<file path="src/rtl/vram_display_reader_if.sv">
// VRAM read-port bundle between the display reader (master) and the frame-buffer RAM (slave).
interface vram_display_reader_if #(
    parameter int unsigned ADDR_WIDTH = 17,
    parameter int unsigned DATA_WIDTH = 12
);
    logic [ADDR_WIDTH-1:0] pixel_read_address_o;
    logic [DATA_WIDTH-1:0] pixel_data_i;

    modport master (output pixel_read_address_o, input pixel_data_i);
    modport slave  (input pixel_read_address_o, output pixel_data_i);
endinterface

</file>
<file path="src/rtl/vram_display_reader.sv">
// Frame-buffer read side: VGA timing from the system clock, 2x-scaled VRAM fetch,
// and a registered sync/colour output stage aligned one tick behind the address.
module vram_display_reader #(
    parameter int unsigned ADDR_WIDTH = 17,
    parameter int unsigned DATA_WIDTH = 12,
    parameter int unsigned FB_WIDTH   = 320,
    parameter int unsigned FB_HEIGHT  = 240,
    parameter int unsigned CLK_DIV    = 4,
    parameter int unsigned H_ACTIVE   = 640,
    parameter int unsigned H_FRONT    = 16,
    parameter int unsigned H_SYNC     = 96,
    parameter int unsigned H_BACK     = 48,
    parameter int unsigned V_ACTIVE   = 480,
    parameter int unsigned V_FRONT    = 10,
    parameter int unsigned V_SYNC     = 2,
    parameter int unsigned V_BACK     = 33
) (
    input  logic                   clk_i,
    input  logic                   reset_i,
    vram_display_reader_if.master  vram,
    output logic                   hsync_o,
    output logic                   vsync_o,
    output logic [3:0]             red_o,
    output logic [3:0]             green_o,
    output logic [3:0]             blue_o,
    output logic                   active_o,
    output logic                   frame_start_o
);

    localparam int unsigned H_TOTAL  = H_ACTIVE + H_FRONT + H_SYNC + H_BACK;
    localparam int unsigned V_TOTAL  = V_ACTIVE + V_FRONT + V_SYNC + V_BACK;
    localparam int unsigned H_W      = $clog2(H_TOTAL);
    localparam int unsigned V_W      = $clog2(V_TOTAL);
    localparam int unsigned DIV_W    = $clog2(CLK_DIV);
    localparam int unsigned HS_START = H_ACTIVE + H_FRONT;
    localparam int unsigned HS_END   = HS_START + H_SYNC;
    localparam int unsigned VS_START = V_ACTIVE + V_FRONT;
    localparam int unsigned VS_END   = VS_START + V_SYNC;

    if (CLK_DIV < 2) begin : g_bad_div
        $error("CLK_DIV must be at least 2");
    end
    if (DATA_WIDTH < 12) begin : g_bad_data
        $error("DATA_WIDTH must hold an RGB444 word");
    end
    if ((FB_WIDTH * FB_HEIGHT) > (1 << ADDR_WIDTH)) begin : g_bad_addr
        $error("frame buffer does not fit in ADDR_WIDTH");
    end

    logic [DIV_W-1:0]      div_q;
    logic [H_W-1:0]        h_q;
    logic [V_W-1:0]        v_q;
    logic [ADDR_WIDTH-1:0] addr_q;

    // Address-stage copies of the per-position flags, consumed by the output stage.
    logic vis_d;
    logic hs_d;
    logic vs_d;
    logic origin_d;

    logic                  tick_c;
    logic                  h_wrap_c;
    logic                  v_wrap_c;
    logic                  visible_c;
    logic                  hs_raw_c;
    logic                  vs_raw_c;
    logic                  origin_c;
    logic [ADDR_WIDTH-1:0] addr_c;

    always_comb begin
        tick_c    = (div_q == DIV_W'(CLK_DIV - 1));
        h_wrap_c  = (h_q == H_W'(H_TOTAL - 1));
        v_wrap_c  = (v_q == V_W'(V_TOTAL - 1));
        visible_c = (h_q < H_W'(H_ACTIVE)) && (v_q < V_W'(V_ACTIVE));
        hs_raw_c  = !((h_q >= H_W'(HS_START)) && (h_q < H_W'(HS_END)));
        vs_raw_c  = !((v_q >= V_W'(VS_START)) && (v_q < V_W'(VS_END)));
        origin_c  = (h_q == '0) && (v_q == '0);
        addr_c    = '0;
        if (visible_c) begin
            addr_c = ADDR_WIDTH'(v_q >> 1) * ADDR_WIDTH'(FB_WIDTH) + ADDR_WIDTH'(h_q >> 1);
        end
    end

    // Pixel-tick divider and raster counters.
    always_ff @(posedge clk_i) begin
        if (reset_i) begin
            div_q <= '0;
            h_q   <= '0;
            v_q   <= '0;
        end else begin
            div_q <= tick_c ? '0 : div_q + DIV_W'(1);
            if (tick_c) begin
                h_q <= h_wrap_c ? '0 : h_q + H_W'(1);
                if (h_wrap_c) begin
                    v_q <= v_wrap_c ? '0 : v_q + V_W'(1);
                end
            end
        end
    end

    // Address stage: issue the VRAM read and delay the position flags by one tick.
    always_ff @(posedge clk_i) begin
        if (reset_i) begin
            addr_q   <= '0;
            vis_d    <= 1'b0;
            hs_d     <= 1'b1;
            vs_d     <= 1'b1;
            origin_d <= 1'b0;
        end else if (tick_c) begin
            addr_q   <= addr_c;
            vis_d    <= visible_c;
            hs_d     <= hs_raw_c;
            vs_d     <= vs_raw_c;
            origin_d <= origin_c;
        end
    end

    assign vram.pixel_read_address_o = addr_q;

    // Output stage: RAM data has settled for CLK_DIV-1 cycles by the next tick.
    always_ff @(posedge clk_i) begin
        if (reset_i) begin
            hsync_o       <= 1'b1;
            vsync_o       <= 1'b1;
            active_o      <= 1'b0;
            red_o         <= '0;
            green_o       <= '0;
            blue_o        <= '0;
            frame_start_o <= 1'b0;
        end else begin
            frame_start_o <= tick_c && origin_d;
            if (tick_c) begin
                hsync_o  <= hs_d;
                vsync_o  <= vs_d;
                active_o <= vis_d;
                red_o    <= vis_d ? vram.pixel_data_i[11:8] : 4'h0;
                green_o  <= vis_d ? vram.pixel_data_i[7:4]  : 4'h0;
                blue_o   <= vis_d ? vram.pixel_data_i[3:0]  : 4'h0;
            end
        end
    end

endmodule

</file>
<file path="src/flat_wrapper.sv">
// flat-port wrapper written by rule: the top's interface ports become plain ports
module vram_display_reader_flat 
#(
    parameter int unsigned ADDR_WIDTH = 17,
    parameter int unsigned DATA_WIDTH = 12,
    parameter int unsigned FB_WIDTH   = 320,
    parameter int unsigned FB_HEIGHT  = 240,
    parameter int unsigned CLK_DIV    = 4,
    parameter int unsigned H_ACTIVE   = 640,
    parameter int unsigned H_FRONT    = 16,
    parameter int unsigned H_SYNC     = 96,
    parameter int unsigned H_BACK     = 48,
    parameter int unsigned V_ACTIVE   = 480,
    parameter int unsigned V_FRONT    = 10,
    parameter int unsigned V_SYNC     = 2,
    parameter int unsigned V_BACK     = 33
)
  (clk_i, reset_i, hsync_o, vsync_o, red_o, green_o, blue_o, active_o, frame_start_o, vram_pixel_read_address_o, vram_pixel_data_i);
  vram_display_reader_if #(.ADDR_WIDTH(ADDR_WIDTH), .DATA_WIDTH(DATA_WIDTH)) vram_i ();
  input  logic clk_i;
  input  logic reset_i;
  output logic hsync_o;
  output logic vsync_o;
  output logic [3:0] red_o;
  output logic [3:0] green_o;
  output logic [3:0] blue_o;
  output logic active_o;
  output logic frame_start_o;
  output wire logic [$bits(vram_i.pixel_read_address_o)-1:0] vram_pixel_read_address_o;
  input wire logic [$bits(vram_i.pixel_data_i)-1:0] vram_pixel_data_i;
  assign vram_pixel_read_address_o = vram_i.pixel_read_address_o;
  assign vram_i.pixel_data_i = vram_pixel_data_i;
  vram_display_reader #(.ADDR_WIDTH(ADDR_WIDTH), .DATA_WIDTH(DATA_WIDTH), .FB_WIDTH(FB_WIDTH), .FB_HEIGHT(FB_HEIGHT), .CLK_DIV(CLK_DIV), .H_ACTIVE(H_ACTIVE), .H_FRONT(H_FRONT), .H_SYNC(H_SYNC), .H_BACK(H_BACK), .V_ACTIVE(V_ACTIVE), .V_FRONT(V_FRONT), .V_SYNC(V_SYNC), .V_BACK(V_BACK)) u_core (.clk_i(clk_i), .reset_i(reset_i), .vram(vram_i), .hsync_o(hsync_o), .vsync_o(vsync_o), .red_o(red_o), .green_o(green_o), .blue_o(blue_o), .active_o(active_o), .frame_start_o(frame_start_o));
endmodule
</file>
<file path="config.mk">
export PLATFORM = sky130hd
export DESIGN_NAME = vram_display_reader_flat
export DESIGN_NICKNAME = d
export VERILOG_FILES = /design/src/rtl/vram_display_reader_if.sv /design/src/rtl/vram_display_reader.sv /design/src/flat_wrapper.sv
export SDC_FILE = /design/constraint.sdc
export NUM_CORES = 1
export LEC_CHECK = 0
export BUFFER_PORTS_ARGS = -buffer_cell sky130_fd_sc_hd__buf_2
export CORE_ASPECT_RATIO = 0.8
export CORE_UTILIZATION = 50
export CTS_BUF_LIST = sky130_fd_sc_hd__clkbuf_16
export CTS_CLUSTER_SIZE = 25
export DETAILED_ROUTE_END_ITERATION = 8
export PLACE_DENSITY = 0.72
export SYNTH_ARGS = -nofsm -noshare
export SYNTH_HDL_FRONTEND = slang
export SYNTH_SLANG_ARGS = --single-unit
</file>
<file path="constraint.sdc">
create_clock -name clk_i -period 2.7 [get_ports clk_i]
set_clock_uncertainty 0.05 [all_clocks]
set_input_delay 0.405 -clock clk_i [delete_from_list [all_inputs] [get_ports clk_i]]
set_output_delay 0.405 -clock clk_i [all_outputs]
set_load 0.005 [all_outputs]
</file>
==> impl_metrics.tcl <==
set metrics [dict create \
    grt_pass1_wl_mm 10.6 \
    syn_area_per_cell_um2 9.68 \
    numCtsBuffers 9 \
    holdCritPathClass "in -> reg" \
    cts_num_sinks 59 \
    synth-seq-cells 59 \
    cts_max_level 3 \
    num_antenna_cells 0 \
    post_cts_buffers 0 \
    combPwrFrac 0.034 \
    critPathArrivalTime_ps 2640 \
    grt_antenna_before_repair 0 \
    multi_input_area_mm2 0.00165 \
    die_height_um 69.9 \
    clockBufferDepth 2 \
    vias 2388 \
    drt-total-wl_mm 6.34 \
    grt_overflow 0 \
    cts_tree "done" \
    hpwlAfterDp_mm 4.43 \
    globalplace.congestion 0.838 \
    setup_viol 0 \
    avgViaCountPerCell 5.45 \
    ys.flop_type "dfxtp_1" \
    r2r_setup_slack_ps 220 \
    synth_area_mm2 0.00288 \
    final_cells 438 \
    slew_viol_final 0 \
    clk_latency_ps 320 \
    netlist.area_leader.share 0.410 \
    p_switching_mw 0.444 \
    synth_edf_count 0 \
    tightestPinTransition_ps 440 \
    root_buffer "clkbuf_16" \
    wire_per_inst_um 14.5 \
    drv_cap 0 \
    place_inst 422 \
    drive_above_1_share 0.233 \
    io_buffers 46 \
    grt_pass1_vias 2227 \
    leakagePower_nw 1.64 \
    fmax_ghz 0.404 \
    worstPathMaxFanout 4 \
    swShare 0.215 \
    cts_hold_buf 0 \
    fillers 457 \
    start_util 0.525 \
    clk_pin_slew_ps 50 \
    die_area_mm2 0.00608 \
    slew_headroom 0.707 \
    rows 24 \
    rsz0062_at_grt "no" \
    crit_required_ps 2860 \
    peakVddDrop_uv 360 \
    firstDrtPassIters 4 \
    synth.distinct_cells 50 \
    internal_power_mw 1.62 \
    core_area_mm2 0.00550 \
    synth_nets 336 \
    synth_largest_area_cell "dfxtp_1" \
    min_period_ps 2480 \
    io_pins 47 \
    fin_crit_sh 0.917 \
    report.final.hold_viol_count 0 \
    register_area_mm2 0.00118 \
    p_clk_frac 0.536 \
    yosys_warnings 0 \
    grtUsageTotal 0.228 \
    cts_resized 0 \
    path_class "reg -> reg" \
    area_growth_pct 23.2 \
    grt_max_degree 22 \
    drc_errors 0 \
    power_mw 2.06 \
    drt_iter0_markers 140 \
    fin_setup_tns_ps 0 \
    synth-async-reset-ratio 0 \
    status "complete, no violations" \
    fp.dieW_um 86.9 \
    cp-start-kind "flip-flop" \
    seq_power_share 0.430 \
    netlist_top_cells_count "dfxtp_1, ha_1, nand2_1, nor2_1, a22o_1" \
    powerDensity_mw_per_mm2 581 \
    ant_nets 0 \
    critPathCaptureType "flip-flop" \
    synth_seq_area_share 0.410 \
    final_nets 393 \
    yosys-top-cells-area "dfxtp_1, ha_1, a22o_1" \
    syn_inst 298 \
    synth_most_common_cell "dfxtp_1" \
]
[power groups by stage]
| stage | logic (mW) | registers [mW] | clock network [mW] |
|---|---|---|---|
| floorplan | 0.0401 | 0.905 | 0 |
| global placement | 0.0687 | 0.905 | 0 |
| detailed placement | 0.0691 | 0.905 | 0 |
| CTS | 0.0704 | 0.887 | 1.12 |
| global route | 0.0785 | 0.888 | 1.17 |
| finish | 0.0696 | 0.887 | 1.11 |
[flip-flops by register name (all words and copies together) (netlist names)]
signal and flops:
u_core.green_o 4, u_core.origin_d 1, u_core.hs_d 1, u_core.h_q 10, u_core.vsync_o 1, u_core.v_q 10
u_core.blue_o 4, u_core.hsync_o 1, u_core.active_o 1, u_core.div_q 2, u_core.vis_d 1, u_core.vs_d 1
u_core.frame_start_o 1, u_core.vram.pixel_read_address_o 17, u_core.red_o 4
[cells by family (layout without fill, tap and decap cells)]
logic type,count (synthesis),in the layout,synth area share
AO/OA/AOI/OAI,60,60,0.152
buffers and inverters,16,78,0.0239
flip-flops,59,59,0.410
AND/OR/NAND/NOR,113,113,0.226
multiplexers,1,1,0.00347
XOR/XNOR,25,25,0.0759
adder cells (fa/ha/maj),24,24,0.109
[per-layer routing]
layer  vias up  GRT usage  part of all wire
li1       1206          -                 -
met1      1102      0.311              0.48
met2        76      0.332              0.45
met3         4     0.0804             0.068
met4         0     0.0833            0.0047
met5         -          0                 0
[critical path: stages, from the launching register on]
cell	delay [ps]
dfxtp_1	310
ha_1	290
ha_1	250
fa_1	440
xor2_1	300
nand4_1	190
and3b_1	320
a21boi_1	80
nand3b_1	140
[cells in the final DEF (no fill, tap or decap), drive strengths merged, types with 2 or more instances in the layout]
master    count
fa            2
xnor2         9
clkinv        4
ha           22
a211o         5
nor2b         4
o21ai        12
clkinvlp      2
nand2b        5
or2           2
inv           5
a211oi        2
nand3         7
nand3b        3
nor3         12
nand2        22
o211ai        5
nand4        11
a21o          5
a21oi         6
and3          6
nor4          3
nor2         21
dfxtp        59
a22o         19
clkbuf        9
buf          57
and2          5
xor2         16
nor4b         3
[metrics by stage]
stage | hold slack [ps] | cell area, um^2 | utilization | setup WS (ps)
floorplan | 348 | 2880 | - | 130
global placement | 364 | 3250 | 0.591 | 168
detailed placement | 372 | 3250 | 0.591 | 50.6
CTS | 233 | 3540 | 0.644 | 60.2
global route | 229 | 3550 | 0.646 | 58.8
finish | 241 | 3550 | 0.646 | 224
[worst paths after layout]
kind / start / end / cells after the start
max: u_core.v_q[2] / u_core.vram.pixel_read_address_o[16] / 8
max reg2reg: u_core.v_q[2] / u_core.vram.pixel_read_address_o[16] / 8
min: vram_pixel_data_i[4] / u_core.green_o[0] / 2
min reg2reg: u_core.div_q[0] / u_core.div_q[0] / 1
[cell type report]
| cell class | count | share of cell area |
|---|---|---|
| tap | 78 | 0.0275 |
| clock buffer | 9 | 0.0634 |
| timing repair buffer | 57 | 0.0881 |
| sequential | 59 | 0.333 |
| multi-input combinational | 223 | 0.464 |
| clock inverter | 7 | 0.0194 |
| inverter | 5 | 0.00528 |
Power figures use the tool's default switching activity.
